File: config.mk
export PLATFORM = sky130hd
export DESIGN_NAME = led_pwm_driver
export DESIGN_NICKNAME = d
export VERILOG_FILES = /design/src/rtl/led_pwm_driver.sv
export SDC_FILE = /design/constraint.sdc
export NUM_CORES = 1
export LEC_CHECK = 0
export ABC_CLOCK_PERIOD_IN_PS = 2330
export BUFFER_PORTS_ARGS = -buffer_cell sky130_fd_sc_hd__buf_2
export CORE_MARGIN = 2
export CORE_UTILIZATION = 50
export DETAILED_ROUTE_END_ITERATION = 10
export GPL_ROUTABILITY_DRIVEN = 1
export HOLD_SLACK_MARGIN = 0.15
export PLACE_DENSITY = 0.81
export REMOVE_ABC_BUFFERS = 1
export SLEW_MARGIN = 20
export SYNTH_ARGS = -nofsm -noshare
export SYNTH_HDL_FRONTEND = slang
export SYNTH_SLANG_ARGS = --single-unit
File: constraint.sdc
create_clock -name clk -period 2.33 [get_ports clk]
set_clock_uncertainty 0.05 [all_clocks]
set_input_delay 0.233 -clock clk [delete_from_list [all_inputs] [get_ports clk]]
set_output_delay 0.233 -clock clk [all_outputs]
set_load 0.02 [all_outputs]
File: src/rtl/led_pwm_driver.sv
// led_pwm_driver
//   Drives the physical LED pins from the active-low pattern of the memory-mapped LED register.
//   It adds PWM dimming and optional blinking, both under control of a local CTRL register.
//   The pattern and the duty are shadowed only at PWM frame boundaries, so a CPU store can
//   never change a frame part-way through.
//
// Parameters
//   PRESCALE      clk cycles per PWM tick (>=1); one PWM frame = 256*PRESCALE cycles
//   BLINK_FRAMES  PWM frames per blink half-period (>=1)
//
// Ports
//   clk          system clock, all state on posedge
//   reset_n      asynchronous reset, active-low
//   led_in       pattern from the LED register, active-low (0 = lit)
//   ctrl_we      CTRL write strobe from the bridge
//   ctrl_byteen  byte enables for a CTRL write
//   ctrl_wdata   CTRL write data
//   ctrl_rdata   CTRL readback: [7:0] duty, [8] blink_en, [16] enable, other bits 0
//   led_pin      LED pins, active-low (1 = dark), registered
//   frame_start  one-cycle pulse at the start of each PWM frame, registered
module led_pwm_driver #(
  parameter int unsigned PRESCALE     = 100,
  parameter int unsigned BLINK_FRAMES = 64
) (
  input  logic        clk,
  input  logic        reset_n,
  input  logic [31:0] led_in,
  input  logic        ctrl_we,
  input  logic [3:0]  ctrl_byteen,
  input  logic [31:0] ctrl_wdata,
  output logic [31:0] ctrl_rdata,
  output logic [31:0] led_pin,
  output logic        frame_start
);

  localparam int unsigned PsW = (PRESCALE > 1) ? $clog2(PRESCALE) : 1;
  localparam int unsigned BlW = (BLINK_FRAMES > 1) ? $clog2(BLINK_FRAMES) : 1;
  localparam logic [PsW-1:0] PsMax = PsW'(PRESCALE - 1);
  localparam logic [BlW-1:0] BlMax = BlW'(BLINK_FRAMES - 1);

  // CTRL register fields
  logic [7:0]     duty_q, duty_d;
  logic           blink_en_q, blink_en_d;
  logic           enable_q, enable_d;

  // Timebase
  logic [PsW-1:0] prescale_q, prescale_d;
  logic [7:0]     pwm_cnt_q, pwm_cnt_d;
  logic [BlW-1:0] blink_cnt_q, blink_cnt_d;
  logic           blink_phase_q, blink_phase_d;

  // Frame-boundary shadows
  logic [31:0]    pattern_q, pattern_d;
  logic [7:0]     duty_shadow_q, duty_shadow_d;

  // Registered outputs
  logic [31:0]    led_pin_q, led_pin_d;
  logic           frame_start_q, frame_start_d;

  logic tick;
  logic fb;
  logic blink_clr;
  logic pwm_on;
  logic blank;

  // Reserved CTRL bits and byte lane 3 carry no state.
  logic unused_ctrl;
  assign unused_ctrl = ^{ctrl_wdata[31:17], ctrl_wdata[15:9], ctrl_byteen[3]};

  assign ctrl_rdata  = {15'b0, enable_q, 7'b0, blink_en_q, duty_q};
  assign led_pin     = led_pin_q;
  assign frame_start = frame_start_q;

  always_comb begin
    tick = (prescale_q == PsMax);
    fb   = tick & (pwm_cnt_q == 8'hFF);

    prescale_d = tick ? '0 : prescale_q + 1'b1;
    pwm_cnt_d  = tick ? pwm_cnt_q + 8'd1 : pwm_cnt_q;

    // Byte-lane writes into the implemented CTRL bits only.
    duty_d     = duty_q;
    blink_en_d = blink_en_q;
    enable_d   = enable_q;
    if (ctrl_we) begin
      if (ctrl_byteen[0]) duty_d     = ctrl_wdata[7:0];
      if (ctrl_byteen[1]) blink_en_d = ctrl_wdata[8];
      if (ctrl_byteen[2]) enable_d   = ctrl_wdata[16];
    end

    // Clearing blink_en restarts the blink sequence; it wins over a same-edge frame boundary.
    blink_clr     = ctrl_we & ctrl_byteen[1] & ~ctrl_wdata[8];
    blink_cnt_d   = blink_cnt_q;
    blink_phase_d = blink_phase_q;
    if (blink_clr) begin
      blink_cnt_d   = '0;
      blink_phase_d = 1'b0;
    end else if (fb & blink_en_q) begin
      if (blink_cnt_q == BlMax) begin
        blink_cnt_d   = '0;
        blink_phase_d = ~blink_phase_q;
      end else begin
        blink_cnt_d = blink_cnt_q + 1'b1;
      end
    end

    // Shadows take the CTRL value from before any same-edge write.
    pattern_d     = fb ? ~led_in : pattern_q;
    duty_shadow_d = fb ? duty_q : duty_shadow_q;

    pwm_on        = (duty_shadow_q == 8'hFF) | (pwm_cnt_q < duty_shadow_q);
    blank         = blink_en_q & blink_phase_q;
    led_pin_d     = ~(pattern_q & {32{pwm_on & enable_q & ~blank}});
    frame_start_d = fb;
  end

  always_ff @(posedge clk or negedge reset_n) begin
    if (!reset_n) begin
      duty_q        <= 8'hFF;
      blink_en_q    <= 1'b0;
      enable_q      <= 1'b1;
      prescale_q    <= '0;
      pwm_cnt_q     <= 8'd0;
      blink_cnt_q   <= '0;
      blink_phase_q <= 1'b0;
      pattern_q     <= 32'd0;
      duty_shadow_q <= 8'hFF;
      led_pin_q     <= 32'hFFFF_FFFF;
      frame_start_q <= 1'b0;
    end else begin
      duty_q        <= duty_d;
      blink_en_q    <= blink_en_d;
      enable_q      <= enable_d;
      prescale_q    <= prescale_d;
      pwm_cnt_q     <= pwm_cnt_d;
      blink_cnt_q   <= blink_cnt_d;
      blink_phase_q <= blink_phase_d;
      pattern_q     <= pattern_d;
      duty_shadow_q <= duty_shadow_d;
      led_pin_q     <= led_pin_d;
      frame_start_q <= frame_start_d;
    end
  end

endmodule

==> impl_metrics.env, run 1 <==
export IMPL_synth_edf_count=0
export IMPL_p_comb_share_pct=10.0
export IMPL_clkSinkCount=105
export IMPL_yosys_top_cells_count="dfrtp_1, dfstp_2, a21oi_1, nand3_1"
export IMPL_cts_tree="done"
export IMPL_synthesis_instances=411
export IMPL_antenna_cells=0
export IMPL_yosysMostFrequentCell="dfrtp_1"
export IMPL_die_x_um=99.0
export IMPL_initial_core_util_pct=51.7
export IMPL_ant_nets=0
export IMPL_antenna_found_initial=0
export IMPL_htreeDepth=3
export IMPL_grt_pass1_vias=3357
export IMPL_switching_share_pct=25.4
export IMPL_insertion_delay_ns=0.36
export IMPL_area_growth_pct=24.8
export IMPL_status="finished clean"
export IMPL_cts_root_buf="clkbuf_8"
export IMPL_rrSetupSlack_ns=0.13
export IMPL_p_seq_share_pct=57.9
export IMPL_hold_class="in2reg"
export IMPL_dp_hpwl_mm=6.13
export IMPL_dr_total_vias=3398
export IMPL_period_share_pct=94.3
export IMPL_synth_warnings=0
export IMPL_routed_wl_mm=9.64
export IMPL_vdd_drop_max_mv=0.397
export IMPL_leakage_nw=2.40
export IMPL_p_int_mw=2.46
export IMPL_critPathCaptureType="flip-flop"
export IMPL_fillCellCount=661
export IMPL_setup_viol_count_final=0
export IMPL_place_ws_ns=0.0841
export IMPL_viasPerCell=5.22
export IMPL_p_per_area_nw_per_um2=586
export IMPL_drt_pass1_iterations=4
export IMPL_dieHeight_um=99.0
export IMPL_start_kind="flip-flop"
export IMPL_syn_avg_cell_area_um2=11.0
export IMPL_clkTransAtPathRegs_ns=0.10
export IMPL_fin_tns_setup_ns=0
export IMPL_period_needed_ns=2.20
export IMPL_gp_congestion=0.796
export IMPL_grt_pass1_wl_mm=16.0
export IMPL_post_cts_buffers=0
export IMPL_track_usage_pct=20.3
export IMPL_core_um2=8720
export IMPL_maxClockFrequency_mhz=455
export IMPL_cp_arrival_ns=2.44
export IMPL_synth_top_area_share_pct=31.1
export IMPL_dieArea_um2=9790
export IMPL_async_reset_ff_share_pct=100
export IMPL_slew_limit_headroom_pct=39.6
export IMPL_power_switching_mw=0.838
export IMPL_drt_iter0_drc=171
export IMPL_worst_path_max_fanout=13
export IMPL_yosysTopAreaCell="dfrtp_1"
export IMPL_worst_pin_slew_ns=0.903
export IMPL_maxSlewViolCount=0
export IMPL_std_cell_rows=34
export IMPL_p_clk_share_pct=32.1
export IMPL_gr_total_overflow=0
export IMPL_nNetsFinal=619
export IMPL_drc=0
export IMPL_multi_input_area_um2=1600
export IMPL_io_pins=136
export IMPL_drv_cap=0
export IMPL_regArea_um2=2690
export IMPL_worstSetupPathType="reg2reg"
export IMPL_final_layout_size_suffix_gt1_share_pct=33.1
export IMPL_synthTopCellsByArea="dfrtp_1, dfstp_2, and3_1"
export IMPL_crit_required_ns=2.57
export IMPL_portBuffers=90
export IMPL_cts_made_buffers=9
export IMPL_synth_cell_types=36
export IMPL_grt_max_degree=81
export IMPL_synthesis_area_um2=4510
export IMPL_synth_seq_cells=105
export IMPL_ys_flop_type="dfrtp_1"
export IMPL_hold_viol=0
export IMPL_cts_path_max_buffers=2
export IMPL_finalWorstSetupSlack_ns=0.133
export IMPL_yosysSeqAreaShare_pct=59.6
export IMPL_wire_per_inst_um=14.8
-- cell families after synthesis --
logic type / count (synthesis) / share of synthesized area (%)
AOI/OAI and AO/OA: 63 / 7.33
and+or+nand+nor: 152 / 18.1
buffers and inverters: 57 / 6.94
DFF: 105 / 59.6
xor gates and xnor gates: 10 / 1.94
adders and majority gates: 10 / 2.77
other: 1 / 0.0832
muxes: 13 / 3.19
-- sequential cells by signal, indices dropped and copies added, names as in the netlist --
register,cells
led_pin,32
pattern_q,32
duty_q,8
duty_shadow_q,8
pwm_cnt_q,8
prescale_q,7
blink_cnt_q,6
blink_en_q,1
blink_phase_q,1
enable_q,1
frame_start,1
-- power by group through the flow --
| stage | registers (mW) | logic (mW) | clock network, mW |
|---|---|---|---|
| after global placement | 1.94 | 0.261 | 0 |
| final | 1.91 | 0.329 | 1.06 |
| after floorplan | 1.96 | 0.115 | 0 |
| after global routing | 1.92 | 0.359 | 1.16 |
| after detailed placement | 1.94 | 0.266 | 0 |
| after CTS | 1.91 | 0.327 | 1.09 |
-- metal layers --
metal	up-vias	track usage [%]	wire (um)
met5	-	0	0
met3	10	3.69	457
met2	100	36.1	5050
met1	1654	25.5	4010
li1	1634	-	-
met4	0	5.69	121
-- cell usage in the layout (no fill, tap or decap), types with 9 or more instances in the layout --
master         Yosys  final
conb_1             1     22
dfstp_2           49     49
mux2_2            11     11
nand3_1           39     39
nor2_1            36     36
a21oi_1           41     41
dlygate4sd3_1      0     44
nand2_1           18     18
inv_1             11     11
and3_1            36     36
clkbuf_8           0     10
buf_2              1     89
ha_1              10      9
dfrtp_1           56     55
-- through the flow --
stage | cells | hold slack [ns] | instance area (um^2) | utilization [%] | power (mW)
2_1_floorplan | 386 | -0.113 | 4320 | - | 2.08
3_3_place_gp | 591 | 0.246 | 5000 | 57.3 | 2.20
3_5_place_dp | 591 | 0.258 | 5000 | 57.3 | 2.21
4_1_cts | 651 | 0.161 | 5620 | 64.5 | 3.32
5_1_grt | 651 | 0.170 | 5630 | 64.5 | 3.44
6_report | 651 | 0.174 | 5630 | 64.5 | 3.30
-- timing repair --
action                     CTS  global route
hold endpoints to repair    62             0
setup endpoints to repair    0             1
hold buffers                44             0
gates resized for setup      0             2
-- critical path, stage by stage (launching register included) --
cell and delay, ns:
dfrtp_1 0.39, ha_2 0.26, nand4bb_4 0.18, or4_4 0.65, or4_1 0.43, a21oi_1 0.17
-- worst paths after layout --
check | startpoint | endpoint | cells after the start
worst max-delay path | prescale_q[0] | blink_cnt_q[5] | 5
worst min-delay path | ctrl_byteen[1] | blink_en_q | 3
min in group asynchronous | reset_n | pattern_q[22] | 2
max in group asynchronous | reset_n | duty_q[4] | 3
worst max register to register | prescale_q[0] | blink_cnt_q[5] | 5
worst min register to register | prescale_q[0] | prescale_q[0] | 1
-- area by class of cell --
type,count,area share [%]
multi-input combinational,270,28.5
clock buffer,10,2.45
sequential,105,47.8
tap,108,2.40
timing repair buffer,141,17.3
inverter,11,0.734
clock inverter,6,0.867
(Power assumes the default switching activity.)
==> run 2: changes to the inputs <==
--- a/config.mk
+++ b/config.mk
@@ -8,11 +8,12 @@
 export ABC_CLOCK_PERIOD_IN_PS = 2330
 export BUFFER_PORTS_ARGS = -buffer_cell sky130_fd_sc_hd__buf_2
 export CORE_MARGIN = 2
-export CORE_UTILIZATION = 50
+export CORE_UTILIZATION = 34
+export CTS_CLUSTER_SIZE = 30
 export DETAILED_ROUTE_END_ITERATION = 10
 export GPL_ROUTABILITY_DRIVEN = 1
 export HOLD_SLACK_MARGIN = 0.15
-export PLACE_DENSITY = 0.81
+export PLACE_DENSITY = 0.6
 export REMOVE_ABC_BUFFERS = 1
 export SLEW_MARGIN = 20
 export SYNTH_ARGS = -nofsm -noshare
==> impl_metrics.env, run 2 (same netlist as run 1, synthesis figures left out) <==
export IMPL_place_area_um2=5120
export IMPL_leakage_nw=2.47
export IMPL_p_comb_share_pct=8.6
export IMPL_drc=0
export IMPL_cp_slowest_stage_delay_ns=0.63
export IMPL_hold_class="in2reg"
export IMPL_htreeDepth=3
export IMPL_io_pins=136
export IMPL_nNetsFinal=620
export IMPL_track_usage_pct=13.7
export IMPL_maxClockFrequency_mhz=472
export IMPL_start_kind="flip-flop"
export IMPL_design_area_um2=5850
export IMPL_worstSetupPathType="reg2reg"
export IMPL_post_cts_buffers=0
export IMPL_critPathCaptureType="flip-flop"
export IMPL_grt_pass1_vias=3145
export IMPL_ant_nets=0
export IMPL_maxSlewViolCount=0
export IMPL_core_um2=13100
export IMPL_p_int_mw=2.89
export IMPL_hold_path_end="blink_en_q"
export IMPL_dp_hpwl_mm=6.26
export IMPL_layout_common_cells="buf_2, dfrtp_1, dfstp_2, dlygate4sd3_1, a21oi_1"
export IMPL_cp_arrival_ns=2.33
export IMPL_holdPathStages=3
export IMPL_reg2reg_to="blink_cnt_q[4]"
export IMPL_cts_tree="done"
export IMPL_antenna_found_initial=0
export IMPL_clkSinkCount=105
export IMPL_std_cell_rows=42
export IMPL_wire_per_inst_um=13.3
export IMPL_worst_pin_slew_ns=0.624
export IMPL_rsz0062_at_grt="false"
export IMPL_cts_made_buffers=9
export IMPL_gr_total_overflow=0
export IMPL_min_from="ctrl_byteen[1]"
export IMPL_period_share_pct=90.9
export IMPL_final_common_cell="buf_2"
export IMPL_timing_rr_start="pwm_cnt_q[0]"
export IMPL_cp_slowest_cell="or4_4"
export IMPL_clkTransAtPathRegs_ns=0.07
export IMPL_drt_pass1_iterations=4
export IMPL_drt_iter0_drc=199
export IMPL_die_x_um=119
export IMPL_ff2ff_path_depth=5
export IMPL_setup_viol_count_final=0
export IMPL_p_per_area_nw_per_um2=637
export IMPL_power_switching_mw=0.838
export IMPL_antenna_cells=0
export IMPL_cts_path_max_buffers=2
export IMPL_dr_total_vias=3361
export IMPL_viasPerCell=4.67
export IMPL_period_needed_ns=2.12
export IMPL_vdd_drop_max_mv=0.343
export IMPL_p_clk_share_pct=40.1
export IMPL_status="finished clean"
export IMPL_worst_path_max_fanout=13
export IMPL_portBuffers=90
export IMPL_initial_core_util_pct=34.5
export IMPL_crit_path_cell_trace="ha_1 -> nand3_1 -> or4_4 -> or4_1 -> a21oi_1"
export IMPL_routed_wl_mm=9.56
export IMPL_slew_limit_headroom_pct=58.4
export IMPL_hold_viol=0
export IMPL_grt_max_degree=51
export IMPL_final_layout_size_suffix_gt1_share_pct=32.4
export IMPL_dieArea_um2=14200
export IMPL_dieHeight_um=119
export IMPL_drv_cap=0
export IMPL_cts_root_buf="clkbuf_16"
export IMPL_insertion_delay_ns=0.34
export IMPL_dp_cells=661
export IMPL_area_growth_pct=29.7
export IMPL_p_seq_share_pct=51.3
export IMPL_grt_pass1_wl_mm=15.5
export IMPL_crit_required_ns=2.54
export IMPL_final_cells=720
export IMPL_rrSetupSlack_ns=0.21
export IMPL_gp_congestion=0.738
export IMPL_power_mw=3.72
export IMPL_switching_share_pct=22.5
## run 2: worst max-delay path: cells and delay by family, from the launching register on
family	cells	cell delay, ns
compound gates	1	0.17
fa+ha+maj	1	0.21
flops	1	0.41
simple gates	3	1.21
## run 2: worst max path at each step
stage | startpoint | cells after the start | endpoint | slack [ns]
global placement | pwm_cnt_q[0] | 5 | blink_cnt_q[4] | 0.26
global route | pwm_cnt_q[1] | 5 | blink_cnt_q[5] | 0.08
finish | pwm_cnt_q[0] | 5 | blink_cnt_q[4] | 0.21
detailed placement | prescale_q[0] | 5 | blink_cnt_q[4] | 0.21
floorplan | prescale_q[0] | 4 | pattern_q[31] | -2.31
CTS | prescale_q[0] | 5 | blink_cnt_q[4] | 0.19
## run 2: final cells by class
class / count / area, um^2
fill: 1199 / 7240
sequential: 105 / 2690
multi-input combinational: 270 / 1600
timing repair buffer: 142 / 1000
clock buffer: 15 / 290
tap: 176 / 220
inverter: 11 / 41.3
clock inverter: 1 / 6.26
## run 2: timing repair
item | 4_1_cts | 5_1_grt
hold buffers | 43 | 0
gates resized for setup | 0 | 0
endpoints found under the hold margin | 66 | 0
## run 2: layer usage
metal	GRT usage [%]	vias to the layer above	wire, um
met2	22.3	82	4870
met1	18.3	1640	4190
li1	-	1629	-
met4	4.24	0	97
met5	0	-	0
met3	3.11	10	398
## run 2: power groups by stage
stage	clock network (mW)	logic (mW)	registers, mW
3_3_place_gp	0	0.264	1.94
2_1_floorplan	0	0.115	1.96
6_report	1.49	0.319	1.91
4_1_cts	1.53	0.324	1.91
3_5_place_dp	0	0.267	1.94
5_1_grt	1.62	0.352	1.92
## run 2: metrics by stage
| stage | TNS [ns] | utilization, % | setup slack, ns | hold WS, ns |
|---|---|---|---|---|
| 2_1_floorplan | -98.91 | - | -2.31 | -0.113 |
| 5_1_grt | 0 | 44.7 | 0.0834 | 0.209 |
| 3_5_place_dp | 0 | 39.1 | 0.209 | 0.247 |
| 3_3_place_gp | 0 | 39.1 | 0.263 | 0.238 |
| 6_report | 0 | 44.7 | 0.211 | 0.196 |
| 4_1_cts | 0 | 44.7 | 0.194 | 0.192 |
